## config.mk

```make
export PLATFORM = sky130hd
export DESIGN_NAME = run_length_detector
export DESIGN_NICKNAME = d
export VERILOG_FILES = /design/src/rtl/run_length_detector_pkg.sv /design/src/rtl/run_length_detector_sat_counter.sv /design/src/rtl/run_length_detector.sv
export SDC_FILE = /design/constraint.sdc
export NUM_CORES = 1
export LEC_CHECK = 0
export CAP_MARGIN = 10
export CORE_ASPECT_RATIO = 0.9
export CORE_MARGIN = 8
export CORE_UTILIZATION = 53
export CTS_BUF_LIST = sky130_fd_sc_hd__clkbuf_8
export DETAILED_ROUTE_END_ITERATION = 16
export PLACE_DENSITY_LB_ADDON = 0.1
export SLEW_MARGIN = 25
export SYNTH_ARGS = -nofsm -noshare
export SYNTH_HDL_FRONTEND = slang
export SYNTH_SLANG_ARGS = --single-unit
export TNS_END_PERCENT = 5
```

## constraint.sdc

```tcl
create_clock -name clk -period 3.7 [get_ports clk]
set_clock_uncertainty 0.15 [all_clocks]
set_input_delay 0.74 -clock clk [delete_from_list [all_inputs] [get_ports clk]]
set_output_delay 0.74 -clock clk [all_outputs]
set_load 0.1 [all_outputs]
```

## src/rtl/run_length_detector_pkg.sv

```systemverilog
// run_det_pkg: shared mode encodings and FSM state type for the run-length detector
package run_det_pkg;
  localparam logic [1:0] MODE_LEVEL  = 2'd0;
  localparam logic [1:0] MODE_PULSE  = 2'd1;
  localparam logic [1:0] MODE_NONOVL = 2'd2;
  typedef enum logic [1:0] {
    IDLE   = 2'd0,
    ARMING = 2'd1,
    HIT    = 2'd2
  } state_t;
endpackage

```

## src/rtl/run_length_detector_sat_counter.sv

```systemverilog
// sat_counter: counter with sync active-low reset, clear, zero-load and a saturating increment
module sat_counter #(
  parameter int W = 4
) (
  input  logic         clk,
  input  logic         rst,
  input  logic         clr,
  input  logic         zero,
  input  logic         inc,
  output logic [W-1:0] q
);
  // clearing wins over increment; the count sticks at all-ones
  always_ff @(posedge clk)
    if (!rst || clr || zero) q <= '0;
    else if (inc && !(&q)) q <= q + 1'b1;
endmodule

```

## src/rtl/run_length_detector.sv

```systemverilog
// run_length_detector: flags runs of THRESH consecutive ones in level, single-pulse or non-overlapping mode
module run_length_detector
  import run_det_pkg::*;
#(
  parameter int THRESH = 3,
  parameter int CNT_W  = 4,
  parameter int EVT_W  = 8
) (
  input  logic             clk,
  input  logic             rst,
  input  logic             en,
  input  logic             clr,
  input  logic [1:0]       mode,
  input  logic             a,
  output logic             y,
  output logic             armed,
  output logic [CNT_W-1:0] run_len,
  output logic [EVT_W-1:0] hit_cnt
);
  localparam logic [CNT_W-1:0] TH1 = CNT_W'(THRESH - 1);
  if (THRESH < 1) begin : g_bad_thresh
    $fatal(1, "THRESH must be at least 1");
  end
  if ((2 ** CNT_W) - 1 < THRESH) begin : g_bad_cnt_w
    $fatal(1, "CNT_W too narrow to hold THRESH");
  end
  if (EVT_W < 1) begin : g_bad_evt_w
    $fatal(1, "EVT_W must be at least 1");
  end
  state_t           state, state_nxt;
  logic             run_zero, run_inc;
  logic [CNT_W-1:0] len_nxt;
  // run length update: a zero (or a non-overlapping hit) restarts the count
  always_comb begin
    run_zero = en && (!a || (mode == MODE_NONOVL && y));
    run_inc  = en && a;
    len_nxt  = !en ? run_len : run_zero ? '0 : (&run_len) ? run_len : run_len + 1'b1;
  end
  // FSM state register, cleared by reset or clr
  always_ff @(posedge clk)
    if (!rst || clr) state <= IDLE;
    else state <= state_nxt;
  // next state follows the run length the counter is about to take
  always_comb
    state_nxt = !en ? state : (len_nxt == '0) ? IDLE : (len_nxt >= TH1) ? HIT : ARMING;
  // Mealy hit flag on the completing bit; reserved mode decodes as level
  always_comb begin
    y     = rst && !clr && en && a &&
            ((mode == MODE_PULSE || mode == MODE_NONOVL) ? run_len == TH1 : run_len >= TH1);
    armed = state == HIT;
  end
  sat_counter #(.W(CNT_W)) u_run (
    .clk (clk),
    .rst (rst),
    .clr (clr),
    .zero(run_zero),
    .inc (run_inc),
    .q   (run_len)
  );
  sat_counter #(.W(EVT_W)) u_hit (
    .clk (clk),
    .rst (rst),
    .clr (clr),
    .zero(1'b0),
    .inc (y),
    .q   (hit_cnt)
  );
endmodule
```

* Yosys cells after proc, flatten, opt, wreduce, memory -nomap -nowiden
Cells that the tools add are included. W data, S select, Z words.
Word-level totals: register bits 14, input bits 7, logic and storage cells 38
Cells by class: add/sub/neg operators 2, order comparisons 2, equality and inequality tests 4, muxes and demuxes 6, reduce and logical (&&, ||, !) cells 21
Operators with widths (number):
- $mux W4 | 3
- $logic_and A1 B1 Y1 | 9
- $add A8 B1 Y8 const B | 1
- $ge A4 B2 Y1 const B | 2
- $reduce_and A8 Y1 | 1
- $logic_not A1 Y1 | 5
- $add A4 B1 Y4 const B | 1
- $eq A2 B2 Y1 const B | 2
- $eq A4 B2 Y1 const B | 1
- $logic_not A4 Y1 | 1
- $logic_or A1 B1 Y1 | 4
- $mux W2 | 2
- $reduce_and A4 Y1 | 1
- $eq A2 B1 Y1 const B | 1
- $mux W1 | 1

* Logic depth before layout (Yosys ltp)
depth in word-level cells 13, gate-level depth with buffers 7, mapped depth without buffers 7

* Hierarchy
From an unflattened synthesis, not the netlist that was laid out.
Second synthesis, totals: cell total of the unflattened synthesis 104, area, all modules 897.1 sq um
By module, submodules not included:
- sat_counter at u_hit | times used 1, cells each 49, area an instance 430.4 sq um, sequential area each 160.2 sq um
- run_length_detector | times used 1, cells each 33, area an instance 260.2 sq um, sequential area each 40.0 sq um
- sat_counter at u_run | times used 1, cells each 22, area an instance 206.4 sq um, sequential area each 80.1 sq um

* Worst setup path after synthesis
Ideal clock, no wire load.
kind register to output, start reg u_run.q[1], end out y, arrival 2.892 ns, required time 2.810 ns, setup slack -0.082 ns, stages on the path, launching flop included 5, path buffers 0, cells stage by stage dfxtp_1 > ha_1 > nor3b_2 > o21bai_2 > nor2_1
On the way: longest elaborated chain between the ends 3
RTL lines:
- start, declared | RTL line run_length_detector_sat_counter.sv:10 | output logic [W-1:0] q
- start signal, assigned | RTL line run_length_detector_sat_counter.sv:15 | else if (inc && !(&q)) q <= q + 1'b1;
- $ge A4 B2 Y1 or $eq A4 B2 Y1 (tied branches) | RTL line run_length_detector.sv:49 | ((mode == MODE_PULSE || mode == MODE_NONOVL) ? run_len == TH1 : run_len >= TH1);
- $mux W1 (*) | RTL line run_length_detector.sv:49
- $logic_and A1 B1 Y1 (*) | RTL line run_length_detector.sv:48 | y = rst && !clr && en && a &&
- end, declared | RTL line run_length_detector.sv:15 | output logic y,
Every way passes the cells marked *; elsewhere a longest branch is shown, timed or not.

* Worst setup path after layout
start in mode[0], end out y
On the way: longest elaborated chain between the ends 4
RTL lines:
- start, declared | RTL line run_length_detector.sv:13 | input logic [1:0] mode,
- $eq A2 B1 Y1 or $eq A2 B2 Y1 (tied branches) | RTL line run_length_detector.sv:49
- $logic_or A1 B1 Y1 (*) | RTL line run_length_detector.sv:49
- $mux W1 (*) | RTL line run_length_detector.sv:49
- $logic_and A1 B1 Y1 (*) | RTL line run_length_detector.sv:48
Marked as above.

==> flow_summary.ini <==
[route]
viasPerCell = 5.68
ant_nets = 0
firstDrtPassIters = 4
vias = 750
wire_per_inst_um = 13.2
wl_mm = 1.74
drt_iter0_drc = 20
drc = 0

[cts]
ctsHtreeMaxLevel = 1
hold_buffers = 0
cts_sinks = 14
cts_setup_buffers = 0
clk_pin_slew_ns = 0.06
clock_latency_ns = 0.24
cts_inserted_buffers = 3
root_buffer = clkbuf_8
cts_tree = yes
cts_buffer_depth = 2
cts_resized = 0

[logic_synthesis]
synth-main-ff-cell = dfxtp_1
yosysSeqAreaShare = 0.344
synth_compound_area_frac = 0.140
async_flop_share = 0
synth_most_common_cell = dfxtp_1
yosys-top-cells-count = dfxtp_1 (14), nor2_1 (13), nand2_1 (10)
synth-edff-count = 0
synth_area_leaders = dfxtp_1 (34%), xnor2_1 (6.4%), ha_1 (6.1%)
yosys.area.top_type = dfxtp_1
synth_top_family_by_area = simple AND/OR/NAND/NOR gates
yosysWarnings = 0
netlist_area_um2 = 816
synthXorXnorAreaFrac = 0.0644
syn_nets = 108
synth_mux_area_frac = 0.0245
synthAdderAreaFrac = 0.0613
yosys_register_bits = 14
syn_inst = 97
avgSynthCellArea_um2 = 8.41
yosys.area_share.simple = 0.307
yosysTopAreaCellShare = 0.344
yosysUniqueCellTypes = 34

[setup_path]
critPathSlowestCell = clkdlybuf4s50_1
crit_arrival_ns = 2.16
rrSetupSlack_ns = 1.73
cp_top_family = buffers and inverters
cp_cell_sequence = clkdlybuf4s50_1 > inv_1 > ha_1 > o31a_1 > o21bai_2 > nor2_2 > buf_12
rr_worst_depth = 7
worst-path-stages = 7
crit_path_max_incr_delay_ns = 0.45
worst-path-max-fanout = 6
path_buf_inv = 3
startpoint_type = input port
crit_path_end_kind = primary output
crit_type = input port to primary output
cp.required_ns = 2.81

[die]
die_area_um2 = 3050
initial_utilization = 0.564
fp.dieH_um = 53.2
rows = 13
die_w_um = 57.4
coreArea_um2 = 1450
pin_count = 21

[place]
portBuffers = 20
gp_congestion = 0.807
dp.cells = 129
hpwl_mm = 1.34

[sta]
worst_pin_slew_ns = 0.971
final_hold_viol_count = 0
fin_setup_tns_ns = 0
fmax_mhz = 328
drv_slew = 0
relSlewSlack = 0.350
setup_violations = 0
whs_ns = 0.363
fin_crit_sh = 0.824
rsz0062_at_grt = false
fin_crit_ns = 3.05

[worst_hold_path]
hp-class = flop to flop
worstHoldPathCells = 1

[status]
outcome = completed

[final_layout]
drive_above_1_share = 0.145
syn_to_final_growth_pct = 27.9
multiInputGateArea_um2 = 489
nFillCells = 134
nets = 130
n_antenna_cell = 0
finalNonFillerCells = 132
regArea_um2 = 280

[global_route]
antenna_found_initial = 0
grt.overflow.total = 0
grt_pass1_wl_mm = 3.09
track_usage = 0.129
grt_start_max_net_pins = 12
grt_pass1_vias = 705

[run]
max-cap-violations = 0

[power]
peakVddDrop_mv = 0.380
p_per_area_nw_per_um2 = 294
leakagePower_nw = 0.383
## per-layer routing
layer | global-route usage | wire length (um) | vias up
li1 | - | - | 382
met1 | 0.157 | 881 | 348
met2 | 0.198 | 740 | 18
met3 | 0.0604 | 106 | 2
met4 | 0.0415 | 11 | 0
met5 | 0 | 0 | -
## layout make-up
class	instances	share of cell area
Timing Repair Buffer	20	0.187
Tap cell	15	0.0180
Multi-Input combinational cell	75	0.469
Sequential cell	14	0.269
Inverter	5	0.0180
Clock buffer	3	0.0396
## through the flow
stage	setup slack [ns]	total power [mW]	util	instance area, um^2
floorplan	0.380	0.177	-	818
global placement	0.665	0.186	0.692	1000
detailed placement	0.637	0.187	0.692	1000
CTS	0.643	0.310	0.721	1040
global route	0.557	0.324	0.721	1040
finish	0.651	0.306	0.721	1040
## layout by cell type (no fill, tap or decap), types with 3 or more instances in the layout
| master | netlist | layout |
|---|---|---|
| clkdlybuf4s50_1 | 0 | 13 |
| o21ai_0 | 3 | 3 |
| nor2b_1 | 3 | 3 |
| clkbuf_8 | 0 | 3 |
| nor2_1 | 13 | 12 |
| nand4_1 | 3 | 3 |
| xnor2_1 | 6 | 6 |
| nand3_1 | 3 | 3 |
| a21oi_1 | 3 | 3 |
| dfxtp_1 | 14 | 14 |
| inv_1 | 5 | 5 |
| nand2_1 | 10 | 10 |
| nor3_1 | 4 | 4 |
| ha_1 | 4 | 4 |
| buf_4 | 1 | 6 |
## cells by family (layout without fill, tap and decap cells)
group | Yosys count | count (layout)
AOI/OAI and AO/OA | 16 | 16
xor gates and xnor gates | 6 | 6
adders and majority gates | 4 | 4
buffers and inverters | 8 | 28
DFF | 14 | 14
muxes | 2 | 2
and+or+nand+nor | 47 | 47
## path summary, 6_finish.rpt
| path | from | endpoint |
|---|---|---|
| min reg2reg | u_hit.q[6] | u_hit.q[6] |
| min | u_hit.q[6] | u_hit.q[6] |
| max reg2reg | u_run.q[0] | state[0] |
| max | mode[0] | y |
## where the power goes
part | leakage, nW | switching [mW] | total (mW) | internal, mW
clock network | 0.0216 | 0.0509 | 0.123 | 0.0719
logic | 0.249 | 0.0169 | 0.0301 | 0.0132
registers | 0.113 | 0.00156 | 0.153 | 0.152
## state kept, by name, indices dropped and copies added, names as in the netlist
register / cells
u_run.q: 4
u_hit.q: 8
state: 2
(Power assumes the default switching activity.)
